File: src/rtl/fpgc_irq_pkg.sv
// -----------------------------------------------------------------------------
// fpgc_irq_pkg
// Purpose : shared definitions for the interrupt synchroniser / controller.
//           Holds the controller FSM state type, the legal size limits and a
//           helper that folds an out-of-range stage count into the legal range.
// Ports   : none (package).
// -----------------------------------------------------------------------------
package fpgc_irq_pkg;

   localparam int MAX_IRQ         = 32;
   localparam int MAX_SYNC_STAGES = 4;

   // Post-reset warm-up counter must reach MAX_SYNC_STAGES+1.
   localparam int WARM_W = $clog2(MAX_SYNC_STAGES + 2);

   typedef enum logic [1:0] {
      IDLE = 2'd0,
      REQ  = 2'd1,
      GAP  = 2'd2
   } irq_state_e;

   // Keep the synchroniser depth inside 2..MAX_SYNC_STAGES.
   function automatic int clamp_stages(input int s);
      if (s < 2) begin
         return 2;
      end else if (s > MAX_SYNC_STAGES) begin
         return MAX_SYNC_STAGES;
      end
      return s;
   endfunction

endpackage

File: src/rtl/irq_sync.sv
// -----------------------------------------------------------------------------
// irq_sync
// Purpose : multi-flop synchroniser, one independent chain per bit.
// Params  : WIDTH  - number of bits synchronised
//           STAGES - flops per chain (2..MAX_SYNC_STAGES)
// Ports   : clk   in  - destination clock
//           clr_n in  - asynchronous active-low clear of every stage
//           d     in  - asynchronous inputs [WIDTH-1:0]
//           q     out - synchronised outputs [WIDTH-1:0] (last stage)
// -----------------------------------------------------------------------------
module irq_sync
   import fpgc_irq_pkg::*;
#(
   parameter int WIDTH  = 8,
   parameter int STAGES = 2
) (
   input  logic             clk,
   input  logic             clr_n,
   input  logic [WIDTH-1:0] d,
   output logic [WIDTH-1:0] q
);

   localparam int N_STG = clamp_stages(STAGES);

   // Element 0 is the first sampling flop, element N_STG-1 the output.
   logic [N_STG-1:0][WIDTH-1:0] stage_q;
   logic [N_STG-1:0][WIDTH-1:0] stage_d;

   always_comb begin
      stage_d = {stage_q[N_STG-2:0], d};
   end

   always_ff @(posedge clk or negedge clr_n) begin
      if (!clr_n) begin
         stage_q <= '0;
      end else begin
         stage_q <= stage_d;
      end
   end

   assign q = stage_q[N_STG-1];

endmodule

File: src/rtl/irq_sync_ctrl.sv
// -----------------------------------------------------------------------------
// irq_sync_ctrl
// Purpose : collects asynchronous interrupt sources, synchronises them,
//           latches rising edges into a pending vector and presents the
//           lowest-numbered unmasked pending channel to the CPU through a
//           req/ack handshake (IDLE -> REQ -> GAP -> IDLE).
// Params  : NUM_IRQ (1..32), SYNC_STAGES (2..4)
// Ports   : clk          in  - clock, all state on rising edge
//           reset_n      in  - asynchronous active-low reset
//           irq_in       in  - asynchronous interrupt sources, bit 0 highest
//           irq_mask     in  - 1 = channel not eligible for request
//           irq_level    in  - (IRQ_LEVEL_MODE_EN only) 1 = level channel
//           irq_ack      in  - one-cycle acknowledge of irq_id
//           irq_req      out - interrupt request
//           irq_id       out - requested channel index
//           irq_pending  out - pending vector before masking
//           irq_overrun  out - one-cycle pulse, edge on already-pending chan
// Build   : define IRQ_LEVEL_MODE_EN to add per-channel level mode.
// -----------------------------------------------------------------------------
module irq_sync_ctrl
   import fpgc_irq_pkg::*;
#(
   parameter  int NUM_IRQ     = 8,
   parameter  int SYNC_STAGES = 2,
   localparam int ID_W        = (NUM_IRQ > 1) ? $clog2(NUM_IRQ) : 1
) (
   input  logic               clk,
   input  logic               reset_n,
   input  logic [NUM_IRQ-1:0] irq_in,
   input  logic [NUM_IRQ-1:0] irq_mask,
`ifdef IRQ_LEVEL_MODE_EN
   input  logic [NUM_IRQ-1:0] irq_level,
`endif
   input  logic               irq_ack,
   output logic               irq_req,
   output logic [ID_W-1:0]    irq_id,
   output logic [NUM_IRQ-1:0] irq_pending,
   output logic [NUM_IRQ-1:0] irq_overrun
);

   localparam int               N_STG     = clamp_stages(SYNC_STAGES);
   localparam logic [WARM_W-1:0] WARM_DONE = WARM_W'(N_STG + 1);

   logic [NUM_IRQ-1:0] sync_lvl;
   logic [NUM_IRQ-1:0] level_sel;
   logic [NUM_IRQ-1:0] hist_q, hist_d;
   logic [NUM_IRQ-1:0] pending_q, pending_d;
   logic [NUM_IRQ-1:0] overrun_q, overrun_d;
   logic [NUM_IRQ-1:0] rise, clr, eligible;
   logic [WARM_W-1:0]  warm_q, warm_d;
   logic [ID_W-1:0]    low_id;

   irq_state_e         state_q;
   logic               req_q;
   logic [ID_W-1:0]    id_q;

`ifdef IRQ_LEVEL_MODE_EN
   assign level_sel = irq_level;
`else
   assign level_sel = '0;
`endif

   irq_sync #(
      .WIDTH  (NUM_IRQ),
      .STAGES (N_STG)
   ) u_sync (
      .clk   (clk),
      .clr_n (reset_n),
      .d     (irq_in),
      .q     (sync_lvl)
   );

   always_comb begin
      // Reset empties the chains, so an input already high at release would
      // look like a fresh 0->1. Edges are ignored until the chain and the
      // history flop both hold post-release samples.
      warm_d = (warm_q == WARM_DONE) ? warm_q : warm_q + 1'b1;
      hist_d = sync_lvl;
      rise   = (warm_q == WARM_DONE) ? (sync_lvl & ~hist_q & ~level_sel) : '0;

      clr = '0;
      if (state_q == REQ && irq_ack) begin
         clr[id_q] = 1'b1;
      end
      clr = clr & ~level_sel;

      // A same-cycle edge beats the ack clear and is not an overrun.
      overrun_d = rise & pending_q & ~clr;
      pending_d = (((pending_q & ~clr) | rise) & ~level_sel) |
                  (sync_lvl & level_sel);

      eligible = pending_q & ~irq_mask;
      low_id   = '0;
      for (int i = NUM_IRQ - 1; i >= 0; i--) begin
         if (eligible[i]) begin
            low_id = ID_W'(i);
         end
      end
   end

   always_ff @(posedge clk or negedge reset_n) begin
      if (!reset_n) begin
         warm_q    <= '0;
         hist_q    <= '0;
         pending_q <= '0;
         overrun_q <= '0;
      end else begin
         warm_q    <= warm_d;
         hist_q    <= hist_d;
         pending_q <= pending_d;
         overrun_q <= overrun_d;
      end
   end

   // irq_id only loads on the IDLE->REQ transition, so it holds through REQ
   // and GAP whatever happens to pending or the mask.
   always_ff @(posedge clk or negedge reset_n) begin
      if (!reset_n) begin
         state_q <= IDLE;
         req_q   <= 1'b0;
         id_q    <= '0;
      end else begin
         case (state_q)
            IDLE: begin
               if (|eligible) begin
                  id_q    <= low_id;
                  req_q   <= 1'b1;
                  state_q <= REQ;
               end
            end
            REQ: begin
               if (irq_ack) begin
                  req_q   <= 1'b0;
                  state_q <= GAP;
               end
            end
            GAP: begin
               state_q <= IDLE;
            end
            default: begin
               req_q   <= 1'b0;
               state_q <= IDLE;
            end
         endcase
      end
   end

   assign irq_req     = req_q;
   assign irq_id      = id_q;
   assign irq_pending = pending_q;
   assign irq_overrun = overrun_q;

endmodule

File: config.mk
export PLATFORM = sky130hd
export DESIGN_NAME = irq_sync_ctrl
export DESIGN_NICKNAME = d
export VERILOG_FILES = /design/src/rtl/fpgc_irq_pkg.sv /design/src/rtl/irq_sync.sv /design/src/rtl/irq_sync_ctrl.sv
export SDC_FILE = /design/constraint.sdc
export NUM_CORES = 1
export LEC_CHECK = 0
export BUFFER_PORTS_ARGS = -buffer_cell sky130_fd_sc_hd__buf_2
export CORE_MARGIN = 1
export CORE_UTILIZATION = 35
export DETAILED_ROUTE_END_ITERATION = 10
export MAX_ROUTING_LAYER = met4
export PLACE_DENSITY_LB_ADDON = 0.05
export SLEW_MARGIN = 20
export SYNTH_ARGS = -nofsm -noshare
export SYNTH_HDL_FRONTEND = slang
export SYNTH_HIERARCHICAL = 1
export SYNTH_SLANG_ARGS = --single-unit
File: constraint.sdc
create_clock -name clk -period 2.98 [get_ports clk]
set_input_delay 0.149 -clock clk [delete_from_list [all_inputs] [get_ports clk]]
set_output_delay 0.149 -clock clk [all_outputs]
set_load 0.005 [all_outputs]
==> impl_metrics.csv <==
group,metric,value,unit
global_route,grt_first_pass_wirelength,5360,µm
setup_path,path_delay_family,"adder cells",
placed_design,dp_hpwl,2180,µm
sta,tightest_slew,610,ps
setup_path,startpoint_type,"flip-flop",
sta,skew,9.85,ps
setup_path,critical-path-max-stage-delay,400,ps
yosys,netlist_top_cells_area,"dfrtp_1, nand3b_1, nand2_1",
drt,vias,1054,
yosys,synth_ff_type,"dfrtp_1",
yosys,async_flop_share,100,%
setup_path,worstPathRequired,3170,ps
clock_tree,post_cts_buffers,0,
sta,setup-tns-final,0,ps
placed_design,place.gp.congestion,0.874,
setup_path,cp_data_arrival_time,1600,ps
setup_path,reg2reg_slack,1570,ps
global_route,grt_max_degree,50,
pwr,power.leakage,1.00,nW
clock_tree,h-tree-depth,2,
setup_path,crit_slowest_cell,"ha_1",
clock_tree,clockRootBuffer,"clkbuf_8",
job,drv_cap,0,
clock_tree,clockBufferDepth,2,
pwr,combPwrFrac,21.4,%
drt,first_pass_iters,4,
clock_tree,cts_buffers,5,
yosys,ys_seq_area_share,71.2,%
setup_path,path_class,"flip-flop to flip-flop",
final_layout,area_growth,27.7,%
sta,maxSlewViolCount,0,
final_layout,diodes,0,
drt,drtAntennaViolNets,0,
sta,max_slew_margin,59.3,%
floorplan,placementRows,25,
setup_path,cp_max_fo,11,
clock_tree,clk_latency,300,ps
sta,fin_crit_sh,47.4,%
sta,finalHoldViolations,0,
yosys,synth_cell_types,27,
sta,fmax,708,MHz
floorplan,coreArea,0.00472,mm²
pwr,p_seq_share,50.4,%
yosys,yosysTopAreaCell,"dfrtp_1",
yosys,synth_top_area_share,71.2,%
yosys,synth.most_common_cell,"dfrtp_1",
pwr,max-vdd-ir-drop,0.000355,V
drt,finalWirelength,3100,µm
sta,rsz0062_at_grt,"no",
setup_path,critPathCaptureType,"flip-flop",
global_route,antenna_found_initial,0,
yosys,syn_nets,147,
final_layout,fill_cells,456,
drt,drt-initial-drc-count,33,
global_route,grt.total_usage,14.6,%
floorplan,fp.dieH,72.2,µm
yosys,synth-edff-count,0,
yosys,yosys_register_bits,49,
clock_tree,clkSinkCount,49,
clock_tree,cts_tree,"built",
placed_design,io_buffers,38,
floorplan,fp.dieW,72.2,µm
drt,routedWlPerCell,12.5,µm
global_route,first_global_vias,1107,
run_status,outcome,"complete, no violations",
setup_path,crit_path_frequent_cell,"ha_1",
clock_tree,path_clk_slew,90,ps
pwr,p_per_area,764,mW/mm²
yosys,syn_inst,126,
pwr,p_sw,0.485,mW
sta,finalSetupViolCount,0,
floorplan,initial_core_util,36.5,%
drt,via_per_inst,4.27,
floorplan,die_area,0.00521,mm²
yosys,netlist_area,0.00172,mm²
setup_path,critPathBufInv,0,
final_layout,drive_gt1_share,29.4,%
hold_path,hold_class,"input pin to flip-flop",
drt,drc,0,
final_layout,final_net_count,200,
pwr,intPower,1.19,mW
pwr,pwr-share-clk,28.2,%
sta,fin_crit,1410,ps
yosys,synth_common_cells,"dfrtp_1, nand2_1, nor2_1",
pwr,sw_frac_of_total,28.9,%
yosys,avgSynthCellArea,13.7,µm²
setup_path,path_cells,"ha_1 > ha_1 > mux2_2",
final_layout,utilization,46.6,%
yosys,ys_warn_count,6,
floorplan,num_io_pins,39,
global_route,grt_overflow,0,
==> metal layers <==
metal	GRT usage [%]	vias to the layer above	share of wire, %
li1	-	529	-
met1	19.1	494	51
met2	20.8	26	43
met3	4.17	5	4.0
met4	7.19	0	2.0
met5	-	-	0
==> metrics by stage <==
step	hold WS, ps	std cells	area [µm²]	power (mW)	setup slack [ps]
floorplan	-147	126	1720	1.06	1630
global placement	257	230	1990	1.22	1600
detailed placement	258	230	1990	1.22	1560
CTS	74.8	246	2190	1.71	1540
global route	152	247	2200	1.80	1480
finish	110	247	2200	1.68	1570
==> placed cells by master, fill, tap and decap left out, drive strengths merged, types with 2 or more instances in the layout <==
cell type / instances
dfrtp: 49
buf: 38
nand2: 14
nor2: 10
nand3b: 9
dlygate4sd3: 9
nand2b: 8
o21ai: 8
clkbuf: 5
a21oi: 4
inv: 3
nor2b: 3
o31ai: 2
a31oi: 2
ha: 2
mux2: 2
==> final cells by class <==
cell class | instances | area [µm²] | share of cell area [%]
Clock inverter | 3 | 46.3 | 2.10
Sequential cell | 49 | 1230 | 55.7
Tap cell | 67 | 83.8 | 3.81
Multi-Input combinational cell | 73 | 480 | 21.8
Timing Repair Buffer | 47 | 283 | 12.9
Inverter | 3 | 11.3 | 0.512
Clock buffer | 5 | 68.8 | 3.13
==> sequential cells by signal (all words and copies together), names as in the netlist <==
name            cells
hist_q              8
irq_id              3
irq_overrun         8
irq_pending         8
irq_req             1
state_q             2
u_sync/q            8
u_sync/stage_d      8
warm_q              3
==> worst reg2reg max path: stages (launching register included) <==
cell     delay, ps
dfrtp_1        380
ha_1           150
ha_1           400
mux2_2         380
==> kinds of logic after synthesis <==
group	Yosys count	share of synthesized area (%)
AO/OA/AOI/OAI	18	6.25
multiplexers	3	2.11
adder cells (fa/ha/maj)	2	1.45
AND/OR/NAND/NOR	49	17.6
flip-flops	49	71.2
buffers and inverters	4	0.944
XOR/XNOR	1	0.508
==> timing repair <==
action / CTS / global route
hold endpoints to repair: 8 / 49
resized for setup: 0 / 0
hold buffers: 8 / 1
==> power by group through the flow <==
stage | combinational (mW) | clock [mW] | sequential (mW)
3_5_place_dp | 0.356 | 0 | 0.863
4_1_cts | 0.366 | 0.491 | 0.850
2_1_floorplan | 0.202 | 0 | 0.853
6_report | 0.359 | 0.474 | 0.846
5_1_grt | 0.418 | 0.519 | 0.865
3_3_place_gp | 0.357 | 0 | 0.858
==> final timing paths <==
check / to / from / cells after the start
max in group asynchronous: u_sync/stage_d[15] / reset_n / 2
hold / removal: state_q[0] / irq_ack / 4
setup / recovery: warm_q[1] / warm_q[0] / 3
min in group asynchronous: irq_id[2] / reset_n / 2
hold reg to reg: u_sync/q[7] / u_sync/stage_d[15] / 0
setup reg to reg: warm_q[1] / warm_q[0] / 3
Power figures use the tool's default switching activity.
